### src/rtl/three_voter_sync_if.sv
// Lane inputs and voted/health outputs of the TMR voter; master drives lanes, slave is the voter.
// Fault flag signals exist only when THREE_VOTER_FAULT_LATCH_EN is defined.
interface three_voter_sync_if #(
    parameter int WIDTH = 1,
    parameter int CNT_W = 8
);
    logic             in_valid;
    logic [WIDTH-1:0] a;
    logic [WIDTH-1:0] b;
    logic [WIDTH-1:0] c;
    logic             clr_cnt;
    logic             out_valid;
    logic [WIDTH-1:0] y;
    logic             err_a;
    logic             err_b;
    logic             err_c;
    logic             all_agree;
    logic [CNT_W-1:0] cnt_a;
    logic [CNT_W-1:0] cnt_b;
    logic [CNT_W-1:0] cnt_c;
`ifdef THREE_VOTER_FAULT_LATCH_EN
    logic             fault_a;
    logic             fault_b;
    logic             fault_c;

    modport master (
        output in_valid, a, b, c, clr_cnt,
        input  out_valid, y, err_a, err_b, err_c, all_agree,
        input  cnt_a, cnt_b, cnt_c, fault_a, fault_b, fault_c
    );
    modport slave (
        input  in_valid, a, b, c, clr_cnt,
        output out_valid, y, err_a, err_b, err_c, all_agree,
        output cnt_a, cnt_b, cnt_c, fault_a, fault_b, fault_c
    );
`else
    modport master (
        output in_valid, a, b, c, clr_cnt,
        input  out_valid, y, err_a, err_b, err_c, all_agree,
        input  cnt_a, cnt_b, cnt_c
    );
    modport slave (
        input  in_valid, a, b, c, clr_cnt,
        output out_valid, y, err_a, err_b, err_c, all_agree,
        output cnt_a, cnt_b, cnt_c
    );
`endif
endinterface

### src/rtl/three_voter_sync.sv
// Registered bitwise 2-of-3 voter with per-lane disagreement flags and saturating counters; 1-cycle latency, no backpressure.
// THREE_VOTER_FAULT_LATCH_EN adds sticky per-lane fault flags and a degraded-mode output mux.
module three_voter_sync #(
    parameter int          WIDTH        = 1,
    parameter int          CNT_W        = 8,
    parameter int unsigned FAULT_THRESH = 16
) (
    input  logic              clk,
    input  logic              rst_n,
    three_voter_sync_if.slave bus
);
    logic [WIDTH-1:0] lane [3];
    logic [WIDTH-1:0] maj;
    logic [WIDTH-1:0] y_d;
    logic [WIDTH-1:0] y_q;
    logic [2:0]       err_d;
    logic [2:0]       err_q;
    logic             agree_d;
    logic             agree_q;
    logic             vld_q;
    logic [CNT_W-1:0] cnt_d [3];
    logic [CNT_W-1:0] cnt_q [3];

    assign lane[0] = bus.a;
    assign lane[1] = bus.b;
    assign lane[2] = bus.c;

    assign maj     = (bus.a & bus.b) | (bus.a & bus.c) | (bus.b & bus.c);
    assign agree_d = (bus.a == bus.b) && (bus.b == bus.c);

`ifdef THREE_VOTER_FAULT_LATCH_EN
    logic [2:0] fault_d;
    logic [2:0] fault_q;

    // With exactly one lane condemned, trust only the AND of the two survivors.
    always_comb begin
        y_d = maj;
        for (int i = 0; i < 3; i++) begin
            err_d[i] = |(lane[i] ^ maj);
        end
        case (fault_q)
            3'b001: begin
                y_d      = lane[1] & lane[2];
                err_d[0] = |(lane[0] ^ y_d);
                err_d[1] = |(lane[1] ^ lane[2]);
                err_d[2] = |(lane[1] ^ lane[2]);
            end
            3'b010: begin
                y_d      = lane[0] & lane[2];
                err_d[1] = |(lane[1] ^ y_d);
                err_d[0] = |(lane[0] ^ lane[2]);
                err_d[2] = |(lane[0] ^ lane[2]);
            end
            3'b100: begin
                y_d      = lane[0] & lane[1];
                err_d[2] = |(lane[2] ^ y_d);
                err_d[0] = |(lane[0] ^ lane[1]);
                err_d[1] = |(lane[0] ^ lane[1]);
            end
            default: begin
                y_d = maj;
            end
        endcase
    end

    always_comb begin
        fault_d = fault_q;
        for (int i = 0; i < 3; i++) begin
            if (bus.clr_cnt) begin
                fault_d[i] = 1'b0;
            end else if (32'(cnt_q[i]) >= FAULT_THRESH) begin
                fault_d[i] = 1'b1;
            end
        end
    end

    always_ff @(posedge clk or negedge rst_n) begin
        if (!rst_n) begin
            fault_q <= '0;
        end else begin
            fault_q <= fault_d;
        end
    end

    assign bus.fault_a = fault_q[0];
    assign bus.fault_b = fault_q[1];
    assign bus.fault_c = fault_q[2];
`else
    always_comb begin
        y_d = maj;
        for (int i = 0; i < 3; i++) begin
            err_d[i] = |(lane[i] ^ maj);
        end
    end
`endif

    // Clear wins over an increment landing in the same cycle; counters stick at all-ones.
    always_comb begin
        for (int i = 0; i < 3; i++) begin
            cnt_d[i] = cnt_q[i];
            if (bus.clr_cnt) begin
                cnt_d[i] = '0;
            end else if (bus.in_valid && err_d[i] && (cnt_q[i] != {CNT_W{1'b1}})) begin
                cnt_d[i] = cnt_q[i] + CNT_W'(1);
            end
        end
    end

    always_ff @(posedge clk or negedge rst_n) begin
        if (!rst_n) begin
            vld_q   <= 1'b0;
            y_q     <= '0;
            err_q   <= '0;
            agree_q <= 1'b0;
            for (int i = 0; i < 3; i++) begin
                cnt_q[i] <= '0;
            end
        end else begin
            vld_q <= bus.in_valid;
            if (bus.in_valid) begin
                y_q     <= y_d;
                err_q   <= err_d;
                agree_q <= agree_d;
            end
            for (int i = 0; i < 3; i++) begin
                cnt_q[i] <= cnt_d[i];
            end
        end
    end

    assign bus.out_valid = vld_q;
    assign bus.y         = y_q;
    assign bus.err_a     = err_q[0];
    assign bus.err_b     = err_q[1];
    assign bus.err_c     = err_q[2];
    assign bus.all_agree = agree_q;
    assign bus.cnt_a     = cnt_q[0];
    assign bus.cnt_b     = cnt_q[1];
    assign bus.cnt_c     = cnt_q[2];
endmodule

### src/flat_wrapper.sv
// flat-port wrapper written by rule: the top's interface ports become plain ports
module three_voter_sync_flat 
#(
    parameter int          WIDTH        = 1,
    parameter int          CNT_W        = 8,
    parameter int unsigned FAULT_THRESH = 16
)
  (clk, rst_n, bus_in_valid, bus_a, bus_b, bus_c, bus_clr_cnt, bus_out_valid, bus_y, bus_err_a, bus_err_b, bus_err_c, bus_all_agree, bus_cnt_a, bus_cnt_b, bus_cnt_c);
  three_voter_sync_if #(.WIDTH(WIDTH), .CNT_W(CNT_W)) bus_i ();
  input  logic clk;
  input  logic rst_n;
  input wire logic [$bits(bus_i.in_valid)-1:0] bus_in_valid;
  input wire logic [$bits(bus_i.a)-1:0] bus_a;
  input wire logic [$bits(bus_i.b)-1:0] bus_b;
  input wire logic [$bits(bus_i.c)-1:0] bus_c;
  input wire logic [$bits(bus_i.clr_cnt)-1:0] bus_clr_cnt;
  output wire logic [$bits(bus_i.out_valid)-1:0] bus_out_valid;
  output wire logic [$bits(bus_i.y)-1:0] bus_y;
  output wire logic [$bits(bus_i.err_a)-1:0] bus_err_a;
  output wire logic [$bits(bus_i.err_b)-1:0] bus_err_b;
  output wire logic [$bits(bus_i.err_c)-1:0] bus_err_c;
  output wire logic [$bits(bus_i.all_agree)-1:0] bus_all_agree;
  output wire logic [$bits(bus_i.cnt_a)-1:0] bus_cnt_a;
  output wire logic [$bits(bus_i.cnt_b)-1:0] bus_cnt_b;
  output wire logic [$bits(bus_i.cnt_c)-1:0] bus_cnt_c;
  assign bus_i.in_valid = bus_in_valid;
  assign bus_i.a = bus_a;
  assign bus_i.b = bus_b;
  assign bus_i.c = bus_c;
  assign bus_i.clr_cnt = bus_clr_cnt;
  assign bus_out_valid = bus_i.out_valid;
  assign bus_y = bus_i.y;
  assign bus_err_a = bus_i.err_a;
  assign bus_err_b = bus_i.err_b;
  assign bus_err_c = bus_i.err_c;
  assign bus_all_agree = bus_i.all_agree;
  assign bus_cnt_a = bus_i.cnt_a;
  assign bus_cnt_b = bus_i.cnt_b;
  assign bus_cnt_c = bus_i.cnt_c;
  three_voter_sync #(.WIDTH(WIDTH), .CNT_W(CNT_W), .FAULT_THRESH(FAULT_THRESH)) u_core (.clk(clk), .rst_n(rst_n), .bus(bus_i));
endmodule
### config.mk
export PLATFORM = sky130hd
export DESIGN_NAME = three_voter_sync_flat
export DESIGN_NICKNAME = d
export VERILOG_FILES = /design/src/rtl/three_voter_sync_if.sv /design/src/rtl/three_voter_sync.sv /design/src/flat_wrapper.sv
export SDC_FILE = /design/constraint.sdc
export NUM_CORES = 1
export LEC_CHECK = 0
export ABC_AREA = 1
export BUFFER_PORTS_ARGS = -buffer_cell sky130_fd_sc_hd__buf_2
export CORE_UTILIZATION = 55
export DETAILED_ROUTE_END_ITERATION = 10
export GPL_ROUTABILITY_DRIVEN = 0
export PLACE_DENSITY = 0.83
export SKIP_CTS_REPAIR_TIMING = 1
export SLEW_MARGIN = 30
export SYNTH_ARGS = -nofsm -noshare
export SYNTH_HDL_FRONTEND = slang
export SYNTH_SLANG_ARGS = --single-unit
### constraint.sdc
create_clock -name clk -period 1.56 [get_ports clk]
set_clock_uncertainty 0.1 [all_clocks]
set_input_delay 0.234 -clock clk [delete_from_list [all_inputs] [get_ports clk]]
set_output_delay 0.234 -clock clk [all_outputs]
set_load 0.01 [all_outputs]
==> report_table.html <==
<table>
<tr><th>Metric</th><th>Value</th></tr>
<tr><th colspan="2">STA</th></tr>
<tr><td>Max-slew violation count</td><td>0</td></tr>
<tr><td>Worst Tran Pin Value</td><td>about 0.38 ns</td></tr>
<tr><td>Final count of negative-setup-slack endpoints</td><td>0</td></tr>
<tr><td>Worst-case headroom to the max-slew limit</td><td>approximately three quarters</td></tr>
<tr><td>Unrepaired setup endpoints after global routing</td><td>true</td></tr>
<tr><td>Final hold violations</td><td>0</td></tr>
<tr><td>Final critical-path share of the clock period</td><td>97.03%</td></tr>
<tr><td>Period minus WS final</td><td>~1.5 ns</td></tr>
<tr><td>Highest Clock Rate</td><td>about 660 MHz</td></tr>
<tr><th colspan="2">Yosys</th></tr>
<tr><td>Register bit total from synthesis</td><td>30</td></tr>
<tr><td>YS warnings</td><td>0</td></tr>
<tr><td>Post-Synthesis Net Count</td><td>roughly 270</td></tr>
<tr><td>Fraction of synthesized cell area taken by the top area cell type</td><td>just under 40%</td></tr>
<tr><td>Mean instance size in the synthesized netlist</td><td>between 7 and 8 sq um</td></tr>
<tr><td>Area leader, netlist</td><td>dfrtp_1</td></tr>
<tr><td>Distinct cells, synth</td><td>27</td></tr>
<tr><td>Share of synthesized area occupied by flip-flops and latches</td><td>between 30% and 40%</td></tr>
<tr><td>Netlist Area Pre-Place</td><td>around 0.0019 sq mm</td></tr>
<tr><td>Gate Count Post-Synth</td><td>roughly 250</td></tr>
<tr><td>Leading cell types by total area after synthesis</td><td>dfrtp_1 (40%), nand2_1 (17%), nand3_1 (12%)</td></tr>
<tr><th colspan="2">Cells and area</th></tr>
<tr><td>Number of diodes added for antenna fixing</td><td>0</td></tr>
<tr><td>Number of nets in the layout</td><td>about 330</td></tr>
<tr><td>Layout Utilization</td><td>75.63%</td></tr>
<tr><td>Layout overhead on the synthesized area</td><td>25.89%</td></tr>
<tr><td>FILL cells</td><td>approximately 270</td></tr>
<tr><td>Share of layout cells above drive strength 1</td><td>roughly 28%</td></tr>
<tr><th colspan="2">Pwr</th></tr>
<tr><td>Worst IR Drop VDD</td><td>roughly 0.48 mV</td></tr>
<tr><td>Leakage power summed over all cells</td><td>about 1.3 nW</td></tr>
<tr><td>Power Density</td><td>a little under 700 mW/mm^2</td></tr>
<tr><td>Total power draw</td><td>~1.6 mW</td></tr>
<tr><th colspan="2">Global route</th></tr>
<tr><td>Global routing usage on met2</td><td>42.86%</td></tr>
<tr><td>Met3 Usage GRT</td><td>6.610%</td></tr>
<tr><td>Global-route wire length before repair</td><td>just under 7 mm</td></tr>
<tr><td>Global-route met1 utilization</td><td>a little under a third</td></tr>
<tr><td>Via count of the first global-routing pass</td><td>1,702</td></tr>
<tr><td>Antenna violations before repair</td><td>0</td></tr>
<tr><td>Largest net degree at the start of global routing</td><td>31</td></tr>
<tr><td>Global route hottest layer</td><td>met2</td></tr>
<tr><td>Leftover overflow at the end of global routing</td><td>0</td></tr>
<tr><td>Total global routing track utilization</td><td>approximately a quarter</td></tr>
<tr><th colspan="2">Run status</th></tr>
<tr><td>Outcome</td><td>finished clean</td></tr>
<tr><th colspan="2">Setup path</th></tr>
<tr><td>Data required, critical path</td><td>~1.7 ns</td></tr>
<tr><td>Register-to-register setup slack</td><td>0.05 ns</td></tr>
<tr><td>Category of the worst setup path capture point</td><td>flop</td></tr>
<tr><td>Top cell family by delay on the critical path</td><td>simple AND/OR/NAND/NOR gates</td></tr>
<tr><td>Crit-path cells</td><td>ha_1, nand2_1, inv_1, nand3_1, inv_1, nor2_4, nand3_1, nand2_1</td></tr>
<tr><td>Arrival time of data at the critical path endpoint</td><td>1.69 ns</td></tr>
<tr><td>Number of gates on the worst path with buffers counted</td><td>8</td></tr>
<tr><td>Class of the most critical setup path</td><td>flop to flop</td></tr>
<tr><td>Kind of start point of the critical path</td><td>flop</td></tr>
<tr><td>Crit Path Max Fanout</td><td>8</td></tr>
<tr><td>Crit path buffers/inverters</td><td>2</td></tr>
<tr><td>Worst Reg2Reg Path Length in Cells</td><td>8</td></tr>
<tr><td>Destination of the worst register-to-register timing path</td><td>u_core.bus.cnt_b[2]$_DFFE_PN0P_</td></tr>
<tr><td>Worst R2R Start</td><td>u_core.bus.cnt_b[0]$_DFFE_PN0P_</td></tr>
<tr><td>Critical Path Max Stage Delay</td><td>a little under 0.4 ns</td></tr>
<tr><td>Slowest cell on the critical path</td><td>dfrtp_1</td></tr>
<tr><th colspan="2">Floorplanning</th></tr>
<tr><td>Core Rows</td><td>20</td></tr>
<tr><td>Initial core utilization</td><td>60.08%</td></tr>
<tr><td>Die extent in y</td><td>slightly above 60 microns</td></tr>
<tr><td>DIE AREA</td><td>roughly 0.0037 sq mm</td></tr>
<tr><td>I/O pin count</td><td>37</td></tr>
<tr><td>Chip width</td><td>just over 60 microns</td></tr>
<tr><td>Core Region</td><td>0.003153 sq mm</td></tr>
<tr><th colspan="2">Routing</th></tr>
<tr><td>Remaining design rule violation count</td><td>0</td></tr>
<tr><td>Avg WL per Cell</td><td>about 12 microns</td></tr>
<tr><td>Routed vias</td><td>about 1,900</td></tr>
<tr><td>Vias/cell</td><td>approximately 5.3</td></tr>
<tr><td>Initial DRC count</td><td>144</td></tr>
<tr><td>ANT nets after route</td><td>0</td></tr>
<tr><td>Final Routed Wirelength</td><td>about 4.3 mm</td></tr>
<tr><td>Number of detailed-route iterations in the first pass</td><td>4</td></tr>
<tr><th colspan="2">Hold path</th></tr>
<tr><td>End point of the most critical hold path</td><td>u_core.bus.all_agree$_DFFE_PN0P_</td></tr>
<tr><td>Hold path cells</td><td>3</td></tr>
<tr><td>Start point of the worst hold path</td><td>bus_a</td></tr>
<tr><td>Worst Hold Class</td><td>primary input to flop</td></tr>
<tr><th colspan="2">CTS</th></tr>
<tr><td>Maximum count of clock buffers along a single path</td><td>2</td></tr>
<tr><td>Clock latency on the worst-skew pair</td><td>approximately 0.34 ns</td></tr>
<tr><td>Maximum level of the CTS H-tree</td><td>2</td></tr>
<tr><td>Root buf cell</td><td>clkbuf_4</td></tr>
<tr><td>CTS tree</td><td>built</td></tr>
<tr><td>Num CTS Buffers</td><td>5</td></tr>
<tr><td>Num Clock Sinks</td><td>30</td></tr>
<tr><td>Clock-pin slew of the registers on the worst-case setup and hold paths</td><td>0.10 ns</td></tr>
<tr><th colspan="2">Job</th></tr>
<tr><td>Max cap viols</td><td>0</td></tr>
<tr><th colspan="2">Placed design</th></tr>
<tr><td>Detailed placer's ending HPWL</td><td>between 2 and 3 mm</td></tr>
<tr><td>Number of buffers inserted by port buffering</td><td>36</td></tr>
</table>
[area by class of cell]
cell class,count,area [sq um],share of cell area [%]
Clock buffer,7,55.05,2.308
Clock inverter,1,5.005,0.2099
Multi-Input combinational cell,200,1086,45.54
Timing Repair Buffer,58,350.3,14.69
Tap cell,44,55.05,2.308
Inverter,22,82.58,3.463
Sequential cell,30,750.7,31.48
[cell families after synthesis]
group	share of synthesized area [%]
AO/OA/AOI/OAI	4.557
adder cells (fa/ha/maj)	3.303
AND/OR/NAND/NOR	44.45
buffers and inverters	5.284
XOR/XNOR	2.775
flip-flops	39.63
[worst min-delay path, delay by kind of cell]
kind                     cells  cell delay [ns]
adder cells (fa/ha/maj)      1             0.12
buffers and inverters        1             0.09
AO/OA/AOI/OAI                1             0.07
[how the worst max path moves through the flow]
stage,start,endpoint
2_1_floorplan,u_core.bus.cnt_c[0]$_DFFE_PN0P_,u_core.bus.cnt_c[5]$_DFFE_PN0P_
3_3_place_gp,bus_b,u_core.bus.cnt_a[7]$_DFFE_PN0P_
3_5_place_dp,bus_b,u_core.bus.cnt_a[1]$_DFFE_PN0P_
4_1_cts,u_core.bus.cnt_c[1]$_DFFE_PN0P_,u_core.bus.cnt_c[4]$_DFFE_PN0P_
5_1_grt,u_core.bus.cnt_b[0]$_DFFE_PN0P_,u_core.bus.cnt_b[5]$_DFFE_PN0P_
6_report,u_core.bus.cnt_b[0]$_DFFE_PN0P_,u_core.bus.cnt_b[2]$_DFFE_PN0P_
[flip-flops by register name, indices dropped and copies added, names as in the netlist]
| name | flops |
|---|---|
| u_core.bus.cnt_c | 8 |
| u_core.bus.all_agree | 1 |
| u_core.bus.cnt_a | 8 |
| u_core.bus.out_valid | 1 |
| u_core.err_q | 3 |
| u_core.bus.y | 1 |
| u_core.bus.cnt_b | 8 |
[cell usage in the layout (no fill, tap or decap), drive strengths merged, types with 2 or more instances in the layout]
cell type    instances
nand2               91
buf                 56
nand3               51
nor2                35
dfrtp               30
inv                 21
clkbuf               7
ha                   5
xnor2                3
xor2                 3
a21oi                3
nor3b                2
a22o                 2
o21bai               2
dlygate4sd3          2
clkinv               2
[cell usage after synthesis]
| library cell | n |
|---|---|
| dfrtp_1 | 30 |
| clkbuf_1 | 2 |
| xnor2_1 | 3 |
| o21bai_1 | 2 |
| nor3_1 | 1 |
| nor3b_1 | 2 |
| inv_1 | 20 |
| a21oi_1 | 1 |
| nand2_1 | 86 |
| buf_2 | 2 |
| a22o_2 | 2 |
| nand2_4 | 3 |
| nand3_4 | 2 |
| nand3_2 | 2 |
| xor2_1 | 3 |
| nor2_1 | 30 |
| a21oi_4 | 2 |
| nor2_4 | 3 |
| ha_1 | 5 |
| nand3_1 | 45 |
| nor2_2 | 1 |
| clkinv_1 | 1 |
| nand2_2 | 2 |
| a31oi_1 | 1 |
| inv_2 | 1 |
| o31ai_1 | 1 |
| nor2_8 | 1 |
[per-stage QoR]
stage | std cells | instance area (sq um) | setup slack (ns) | hold slack, ns | setup TNS (ns)
after global routing | 362 | 2385 | -0.05269 | 0.1107 | -0.2900
after floorplan | 254 | 1894 | 0.09760 | -0.1616 | 0
after CTS | 354 | 2292 | 0.03446 | -0.2029 | 0
after global placement | 346 | 2232 | 0.03330 | 0.1686 | 0
after detailed placement | 346 | 2232 | -0.004123 | 0.1693 | -0.01767
final | 362 | 2385 | 0.04641 | 0.1090 | 0
[metal layers]
| layer | share of wire [%] | vias up | routed length, microns |
|---|---|---|---|
| met5 | 0 | - | 0 |
| met4 | 2.3 | 0 | 99 |
| met3 | 5.4 | 12 | 233 |
| met2 | 51 | 66 | 2210 |
| met1 | 41 | 882 | 1788 |
| li1 | - | 957 | - |
[report_power, final]
part | switching [mW] | total (mW) | internal (mW)
clock network | 0.282 | 0.500 | 0.218
logic | 0.186 | 0.310 | 0.124
registers | 0.0190 | 0.827 | 0.808
Note: power is estimated with default switching activity, not from simulation.
